**src/rtl/note_lane_scroller.sv**
```systemverilog
// Scrolling note-lane renderer: raster scan with per-pixel colour, tick-driven row scroll,
// and optional key hit/miss judging enabled by defining HIT_JUDGE_EN.
module note_lane_scroller #(
  parameter int unsigned LANES     = 4,
  parameter int unsigned ROWS      = 11,
  parameter int unsigned ROW_PITCH = 20,
  parameter int unsigned NOTE_H    = 10,
  parameter int unsigned STEP_PX   = 4,
  parameter int unsigned TICK_DIV  = 1000000,
  parameter int unsigned WIDTH     = 320,
  parameter int unsigned HEIGHT    = 240,
  parameter int unsigned LANE_X0   = 125,
  parameter int unsigned LANE_W    = 16,
  parameter int unsigned HIT_Y     = 220
) (
  input  logic             clk,
  input  logic             reset,
  input  logic [LANES-1:0] note_data,
  input  logic             note_valid,
  output logic             note_ready,
  input  logic [LANES-1:0] key,
  output logic [8:0]       x,
  output logic [7:0]       y,
  output logic [2:0]       colour,
  output logic [LANES-1:0] hit,
  output logic [LANES-1:0] miss,
  output logic [15:0]      score
);

  localparam int unsigned TW     = (TICK_DIV > 1) ? $clog2(TICK_DIV) : 1;
  localparam int unsigned OW     = $clog2(ROW_PITCH + STEP_PX + 1);
  localparam int unsigned LANE_P = LANE_W + 2;

  logic [TW-1:0]    tick_cnt;
  logic [OW-1:0]    offset;
  logic [LANES-1:0] rows [ROWS];
  logic             tick;
  logic             advance;
  logic [8:0]       nx;
  logic [7:0]       ny;
  logic [2:0]       ncolour;

  function automatic logic [2:0] lane_colour(input int unsigned l);
    case (l % 4)
      0:       lane_colour = 3'b100;
      1:       lane_colour = 3'b011;
      2:       lane_colour = 3'b110;
      default: lane_colour = 3'b101;
    endcase
  endfunction

  assign tick       = (tick_cnt == TW'(TICK_DIV - 1));
  assign advance    = tick && (32'(offset) + STEP_PX >= ROW_PITCH);
  assign note_ready = advance && !reset;

  always_comb begin
    nx = x + 9'd1;
    ny = y;
    if (x == 9'(WIDTH - 1)) begin
      nx = '0;
      ny = (y == 8'(HEIGHT - 1)) ? '0 : y + 8'd1;
    end
  end

  // Colour is computed for the next scan position and registered with it, so x/y/colour stay aligned.
  always_comb begin
    ncolour = 3'b111;
    for (int unsigned l = 0; l <= LANES; l++)
      if (32'(nx) + 2 >= LANE_X0 + l*LANE_P && 32'(nx) < LANE_X0 + l*LANE_P)
        ncolour = '0;
    for (int unsigned l = 0; l < LANES; l++)
      if (32'(nx) >= LANE_X0 + l*LANE_P && 32'(nx) < LANE_X0 + l*LANE_P + LANE_W) begin
        if (32'(ny) == HIT_Y || 32'(ny) == HIT_Y + 1)
          ncolour = '0;
        else if (32'(ny) < HIT_Y)
          for (int unsigned r = 0; r < ROWS; r++)
            if (rows[r][l] && 32'(ny) >= r*ROW_PITCH + 32'(offset)
                && 32'(ny) < r*ROW_PITCH + 32'(offset) + NOTE_H)
              ncolour = lane_colour(l);
      end
  end

`ifdef HIT_JUDGE_EN
  logic [LANES-1:0] key_q;
  logic [LANES-1:0] key_edge;
  logic [LANES-1:0] hit_now;
  logic [LANES-1:0] miss_now;
  logic [15:0]      score_next;

  // Judging uses the pre-shift bottom row; a note hit on an advance cycle is not also missed.
  always_comb begin
    key_edge   = key & ~key_q;
    hit_now    = key_edge & rows[ROWS-1];
    miss_now   = key_edge & ~rows[ROWS-1];
    if (advance)
      miss_now = miss_now | (rows[ROWS-1] & ~hit_now);
    score_next = score;
    for (int unsigned l = 0; l < LANES; l++)
      if (hit_now[l] && score_next != 16'hFFFF)
        score_next = score_next + 16'd1;
  end

  always_ff @(posedge clk) begin
    key_q <= key;
    if (reset) begin
      hit   <= '0;
      miss  <= '0;
      score <= '0;
    end else begin
      hit   <= hit_now;
      miss  <= miss_now;
      score <= score_next;
    end
  end
`else
  logic unused_key;
  assign unused_key = ^key;
  assign hit   = '0;
  assign miss  = '0;
  assign score = '0;
`endif

  always_ff @(posedge clk) begin
    if (reset) begin
      x        <= '0;
      y        <= '0;
      colour   <= '0;
      tick_cnt <= '0;
      offset   <= '0;
      for (int unsigned r = 0; r < ROWS; r++)
        rows[r] <= '0;
    end else begin
      x        <= nx;
      y        <= ny;
      colour   <= ncolour;
      tick_cnt <= tick ? '0 : tick_cnt + TW'(1);
      if (advance) begin
        offset <= '0;
        for (int unsigned r = ROWS - 1; r > 0; r--)
          rows[r] <= rows[r-1];
        rows[0] <= note_valid ? note_data : '0;
      end else begin
        if (tick)
          offset <= offset + OW'(STEP_PX);
`ifdef HIT_JUDGE_EN
        rows[ROWS-1] <= rows[ROWS-1] & ~hit_now;
`endif
      end
    end
  end

endmodule

```
**config.mk**
```make
export PLATFORM = sky130hd
export DESIGN_NAME = note_lane_scroller
export DESIGN_NICKNAME = d
export VERILOG_FILES = /design/src/rtl/note_lane_scroller.sv
export SDC_FILE = /design/constraint.sdc
export NUM_CORES = 1
export LEC_CHECK = 0
export BUFFER_PORTS_ARGS = -buffer_cell sky130_fd_sc_hd__buf_2
export CORE_ASPECT_RATIO = 1.75
export CORE_MARGIN = 5
export CORE_UTILIZATION = 45
export CTS_CLUSTER_DIAMETER = 60
export DETAILED_ROUTE_END_ITERATION = 8
export PLACE_DENSITY = 0.73
export SLEW_MARGIN = 30
export SYNTH_ARGS = -nofsm -noshare
export SYNTH_HDL_FRONTEND = slang
export SYNTH_SLANG_ARGS = --single-unit
```
**constraint.sdc**
```tcl
create_clock -name clk -period 10.1 [get_ports clk]
set_input_delay 1.01 -clock clk [delete_from_list [all_inputs] [get_ports clk]]
set_output_delay 1.01 -clock clk [all_outputs]
set_load 0.01 [all_outputs]
```
# Word level (Yosys, flattened, before mapping)
# Memory sizes are Yosys's and may differ from the RTL's.
# Index checks and enable logic that the tools add are counted.
# totals
output_inout_bits	45
mem_count	1
mem_bits_rw	44
regBits	45
inputBits	11
elab_cells	275
# classes
n_bitwise	11
n_eq_ne	5
reduce_logical	103
n_mux	81
order_cmp	42
add_sub_neg	27
# mem_list
name	depth	width	rd	rd_clocked_by_memory_dff	wr	line	source
rows	11	4	11	0	11	36	logic [LANES-1:0] rows [ROWS];
# ops
operator	count
$ge 8x32->1	10
$mux 3	61
$logic_and 1x1->1	99
$ge 32x8->1 const B	3
$lt 9x8->1 const B	8
$mux 4	12
$add 9x4->10 const B	4
$lt 8x10->1	4
$add 8x5->9 const A	4
$ge 32x7->1 const B	1
$add 8x4->9 const B	3
$ge 9x8->1 const B	3
$lt 8x9->1	3
$add 7x5->8 const A	3
$eq 8x8->1 const B	3
$add 20x1->20 const B	1
$eq 20x20->1 const B	1
$add 7x4->8 const B	2
$lt 8x8->1	2
$mux 8	2
$add 6x5->7 const A	2
$or 1x1->1	11
$add 9x2->10 const B	1
$ge 10x8->1 const B	1
other kinds (20)	25

# Logic depth before layout (Yosys ltp)
# logic_depth
depth_word	66
depth_mapped	19
ltp_nobuf	18

# Worst setup path after synthesis
# Ideal clock, no wire load.
# synth_path
path_type	register -> register
start	register x[0]
end	register colour[2]
setup_slack_ps	5745
path_buffers	2
synth_period_minus_slack_ps	4355
setup_time_ps	119
path_stages_with_launch	20
arrival_ps	4236
t_required_ps	9981
cell_sequence	dfxtp_1 ha_1 buf_2 nand2_1 or3_1 clkbuf_1 or3_1 and2_1 inv_2 ha_1 a21o_1 a21o_1 a221oi_1 o21ai_0 and3_1 a2111o_1 a2111oi_0 a211o_1 nor2b_1 o21ai_1
# synth_via
word_cells_on_any_way	207
classes_between	add/sub: 2; order compare: 41; eq/ne: 3; mux: 63; reduce/logical: 98
# synth_rtl
element	line	source
from (decl)	22	output logic [8:0] x,
from (signal assigned)	133	x <= nx;
$eq 9x9->1 (*)	59	if (x == 9'(WIDTH - 1)) begin
$mux 8 (*)	59	
via ny[5]	40	logic [7:0] ny;
branches (longest 58 deep; another with $ge 8x32->1)	--	
$mux 3 (*)	72	if (32'(nx) >= LANE_X0 + l*LANE_P && 32'(nx) < LANE_X0 + l*LANE_P + LANE_W) begin
to (signal assigned)	135	colour <= ncolour;
to (decl)	24	output logic [2:0] colour,
# Mark *: on every way through the listed nets, which the timed path passes.
# A chain may end at the register's enable or synchronous reset.

# Final worst setup path
# layout_path
start	register x[0]
end	register colour[0]
# layout_via
elab_chain_len	66
word_cells_on_any_way	207
classes_between	add/sub: 2; order compare: 41; eq/ne: 3; mux: 63; reduce/logical: 98
# layout_lines
element	line	source
$add 9x1->9 / $eq 9x9->1 (equally long branches)	57, 59	
$mux 9	59	
$add 9x2->10	69	if (32'(nx) + 2 >= LANE_X0 + l*LANE_P && 32'(nx) < LANE_X0 + l*LANE_P)
$ge 32x7->1	69	
$logic_and 1x1->1	69	
$mux 3 (5 in a row)	69	
$mux 3 (11 in a row)	77	if (rows[r][l] && 32'(ny) >= r*ROW_PITCH + 32'(offset)
$mux 3	75	else if (32'(ny) < HIT_Y)
[16 not listed]	--	
$mux 3 (11 in a row)	77	
$mux 3	75	
$mux 3	73	if (32'(ny) == HIT_Y || 32'(ny) == HIT_Y + 1)
$mux 3	72	
$mux 3 (11 in a row)	77	
$mux 3	75	
$mux 3	73	
$mux 3 (*)	72	
# Mark *: on every way between the ends. The rest lies on a longest branch, timed or not.

==> reports/qor.csv <==
metric;value;unit
Die Wd;108;um
CTS buffer count;9;
Slew Limit Headroom;29.4;%
Synth Area in Adders;14.3;%
clk_skew;13.5;ps
CP Launch Type;flip-flop;
actual slew at the worst max-slew pin;1030;ps
Sw Pwr;0.213;mW
I/O Buffers;27;
final hold vios;0;
Buf/Inv on CP;0;
hold path depth;1;
CP Cell Sequence;ha_1 > nand2_1 > nor3_2 > nand2_1 > xor2_1 > ha_1 > nand2b_1 > a311o_1 > o311ai_0 > nand4bb_1 > a22oi_1 > a2111o_1 > a2111oi_0 > a211o_1 > a211oi_1 > nor3b_1;
unrepaired setup endpoints after global routing;false;
Die Ht;181;um
Setup CP Type;reg -> reg;
CTS clk-pin slew, worst paths;80;ps
arrival time at the worst endpoint;6970;ps
Worst path top cell family by delay;compound AO/OA/AOI/OAI gates;
Placed Area;0.00773;mm^2
total of max-cap violations;0;
Max VDD drop;153;uV
H-Tree Depth;3;
post-synthesis mux area share;0.400;%
TritonCTS sink count;87;
Switching Fraction;26.9;%
largest family of logic cells by synthesized area;simple AND/OR/NAND/NOR gates;
Initial Util;45.6;%
Synth Area in Compound Gates;20.0;%
Post CTS Setup Buffer Count;0;
Critical Path Max Stage Delay;820;ps
Post-Route WL;20.4;mm
XOR/XNOR share of the synthesized area;4.79;%
Leak Pwr;3.31;nW
Int Pwr;0.578;mW
GR Overflow Total;0;
combinational share of power;9.1;%
Post-synth EDFFs;44;
Power Density;98.6;mW/mm^2
DR iter-0 viols;419;
status;finished, final reports clean;
final worst-path cycle share;66.4;%
CP Data Required Time;10360;ps
Post-Layout Cell Count;1109;
crit path max fanout;18;
area grow syn2layout;7.06;%
asr flop ratio synth;0;%
vias in the first global route;6585;
wire per inst;18.4;um
Syn. warnings;0;
Synth Instances;874;
Crit. End Element;flip-flop;
most frequently used flop master after synthesis;edfxtp_1;
# rows;62;
worst r2r src;x[0];
drt pass-1 iters;5;
Bufs on Longest Clock Path;2;
Synth Area in Simple Gates;24.0;%
Die Area;0.0195;mm^2
Post-route DRC;0;
syn_area_per_cell;8.58;um^2
initial antenna violation count;0;
DR vias;6723;
first-pass GRT wire length;32.7;mm
vias per cell;6.06;
RD Place Congestion;0.962;
root buf cell;clkbuf_16;
largest net degree at the start of global routing;37;
diode count;0;
Period minus WS final;6710;ps
#FFs+latches synth;87;
latest clock arrival within the worst-skew pair;350;ps
sequential area share after synthesis;29.1;%
Final Max Tran Viols;0;
Reg-to-Reg End;colour[0];
dpl cells;1093;
design area;0.00803;mm^2
CTS tree;built;
Post-CTS Hold Buffers;0;
mapped cell area;0.00750;mm^2
layout cells sized above 1;7.91;%
Worst Hold Class;reg -> reg;
core area;0.0164;mm^2
endpoints failing setup;0;
Slowest cell on crit path;a2111oi_0;
reg2reg setup slack;3390;ps
max frequency;149;MHz
CTS resizes;0;
Distinct cells, synth;81;
IO Pins;56;
post-DP HPWL;15.5;mm
gr usage total;20.8;%
hold worst-path end;tick_cnt[0];
fin nets;977;
Critical Path Stages;16;
Antenna Nets Post-Route;0;
Fin Setup TNS;0;ps
hold path start;tick_cnt[0];
r2r worst-path depth;16;
Reg power frac;49.3;%
clock power share;41.6;%
==> through the flow <==
stage                     total power, mW  hold slack [ps]  setup slack [ps]  utilization [%]
after floorplan                     0.454              426              5750                -
after global placement              0.467              444              3680             47.0
after detailed placement            0.469              450              3570             47.0
after CTS                           0.795              465              3530             48.8
after global routing                0.819              494              3170             48.8
final                               0.792              467              3390             48.8
==> how the worst max path moves through the flow <==
stage	startpoint	endpoint	slack, ps
final	x[0]	colour[0]	3390
after global routing	x[0]	colour[0]	3170
after CTS	x[0]	colour[0]	3530
after detailed placement	x[0]	colour[2]	3570
after global placement	x[0]	colour[0]	3680
after floorplan	x[0]	colour[2]	5750
==> synthesized netlist by cell type, types with 4 or more instances <==
cell type | n | share of area, %
edfxtp_1 | 44 | 18
o21a_1 | 5 | 0.50
nand3_1 | 35 | 2.3
and2_1 | 33 | 2.8
o211ai_1 | 6 | 0.60
buf_4 | 25 | 2.5
nor4_1 | 19 | 1.6
a21boi_0 | 4 | 0.40
a211o_1 | 4 | 0.47
nand4_1 | 12 | 1.0
nand2b_1 | 9 | 0.75
o211a_1 | 5 | 0.67
a211oi_1 | 13 | 1.3
nand4b_1 | 4 | 0.47
nor3_1 | 25 | 1.7
ha_1 | 86 | 14
clkbuf_1 | 32 | 1.6
nand2_1 | 50 | 2.5
o21ai_0 | 24 | 1.6
buf_2 | 4 | 0.27
or3_1 | 10 | 0.83
inv_1 | 57 | 2.9
a311o_1 | 4 | 0.53
xnor2_1 | 23 | 2.7
and3_1 | 18 | 1.5
xor2_1 | 18 | 2.1
nor2b_1 | 9 | 0.75
nor3b_1 | 4 | 0.40
o21bai_1 | 4 | 0.40
o41ai_1 | 5 | 0.58
a31oi_1 | 14 | 1.2
o2111ai_1 | 7 | 0.82
o22ai_1 | 5 | 0.42
a21o_1 | 15 | 1.5
o311ai_0 | 6 | 0.70
a21oi_1 | 41 | 2.7
a2111oi_0 | 4 | 0.47
nor2_1 | 73 | 3.7
or2_2 | 5 | 0.42
dfxtp_1 | 43 | 11
==> per-layer routing <==
metal | vias up | share of wire, % | track usage, %
met5 | - | 0 | 0
met4 | 0 | 7.1 | 14.6
met3 | 91 | 4.0 | 1.93
met2 | 259 | 52 | 37.6
met1 | 3154 | 37 | 22.1
li1 | 3219 | - | -
==> logic make-up (layout without fill, tap and decap cells) <==
logic type | Yosys count | after routing
AO/OA/AOI/OAI | 207 | 207
flip-flops | 87 | 87
AND/OR/NAND/NOR | 329 | 329
XOR/XNOR | 41 | 41
other | 1 | 25
multiplexers | 3 | 3
buffers and inverters | 120 | 107
adder cells (fa/ha/maj) | 86 | 86
==> area by class of cell <==
cell class	count	area (um^2)
fillers	1580	8420
multi-input cells	691	4870
flip-flops and latches	87	2180
well taps	224	280
clock buffers	9	225
inverters	59	221
repair buffers	32	173
clock inverters	7	72.6
==> flip-flops by register name, indices dropped and copies added, names as in the netlist <==
signal / flops
rows: 44
tick_cnt: 20
x: 9
y: 8
colour: 3
offset: 3
==> layout by cell type, fill, tap and decap left out, types with 5 or more instances in the layout <==
cell       netlist  layout
buf_4           25       5
and3_1          18      18
buf_2            4      27
nand4_1         12      12
xnor2_1         23      23
nor4_1          19      19
nor2b_1          9       9
nor2_1          73      73
o21ai_0         24      24
inv_1           57      57
o22ai_1          5       5
nand2_1         50      50
a21o_1          15      15
a211oi_1        13      13
or3_1           10      10
o211ai_1         6       6
or2_2            5       5
a21oi_1         41      41
dfxtp_1         43      43
a31oi_1         14      14
o41ai_1          5       5
o311ai_0         6       6
o2111ai_1        7       7
and2_1          33      33
xor2_1          18      18
ha_1            86      86
edfxtp_1        44      44
nor3_1          25      24
conb_1           1      25
o21a_1           5       5
nand2b_1         9       9
clkbuf_16        0       9
nand3_1         35      35
o211a_1          5       5
==> power groups by stage <==
stage	clock network, mW	logic (mW)	registers (mW)
5_1_grt	0.349	0.0787	0.392
6_report	0.329	0.0718	0.390
4_1_cts	0.334	0.0709	0.390
3_3_place_gp	0	0.0698	0.397
3_5_place_dp	0	0.0706	0.398
2_1_floorplan	0	0.0592	0.395
==> worst reg2reg max path: stages, from the launching register on <==
cell and delay [ps]:
dfxtp_1 680, ha_1 650, nand2_1 490, nor3_2 620, nand2_1 130, xor2_1 460
ha_1 510, nand2b_1 300, a311o_1 340, o311ai_0 80, nand4bb_1 300, a22oi_1 220
a2111o_1 470, a2111oi_0 820, a211o_1 290, a211oi_1 80, nor3b_1 180
No activity file was read; power rests on OpenSTA's default activity.
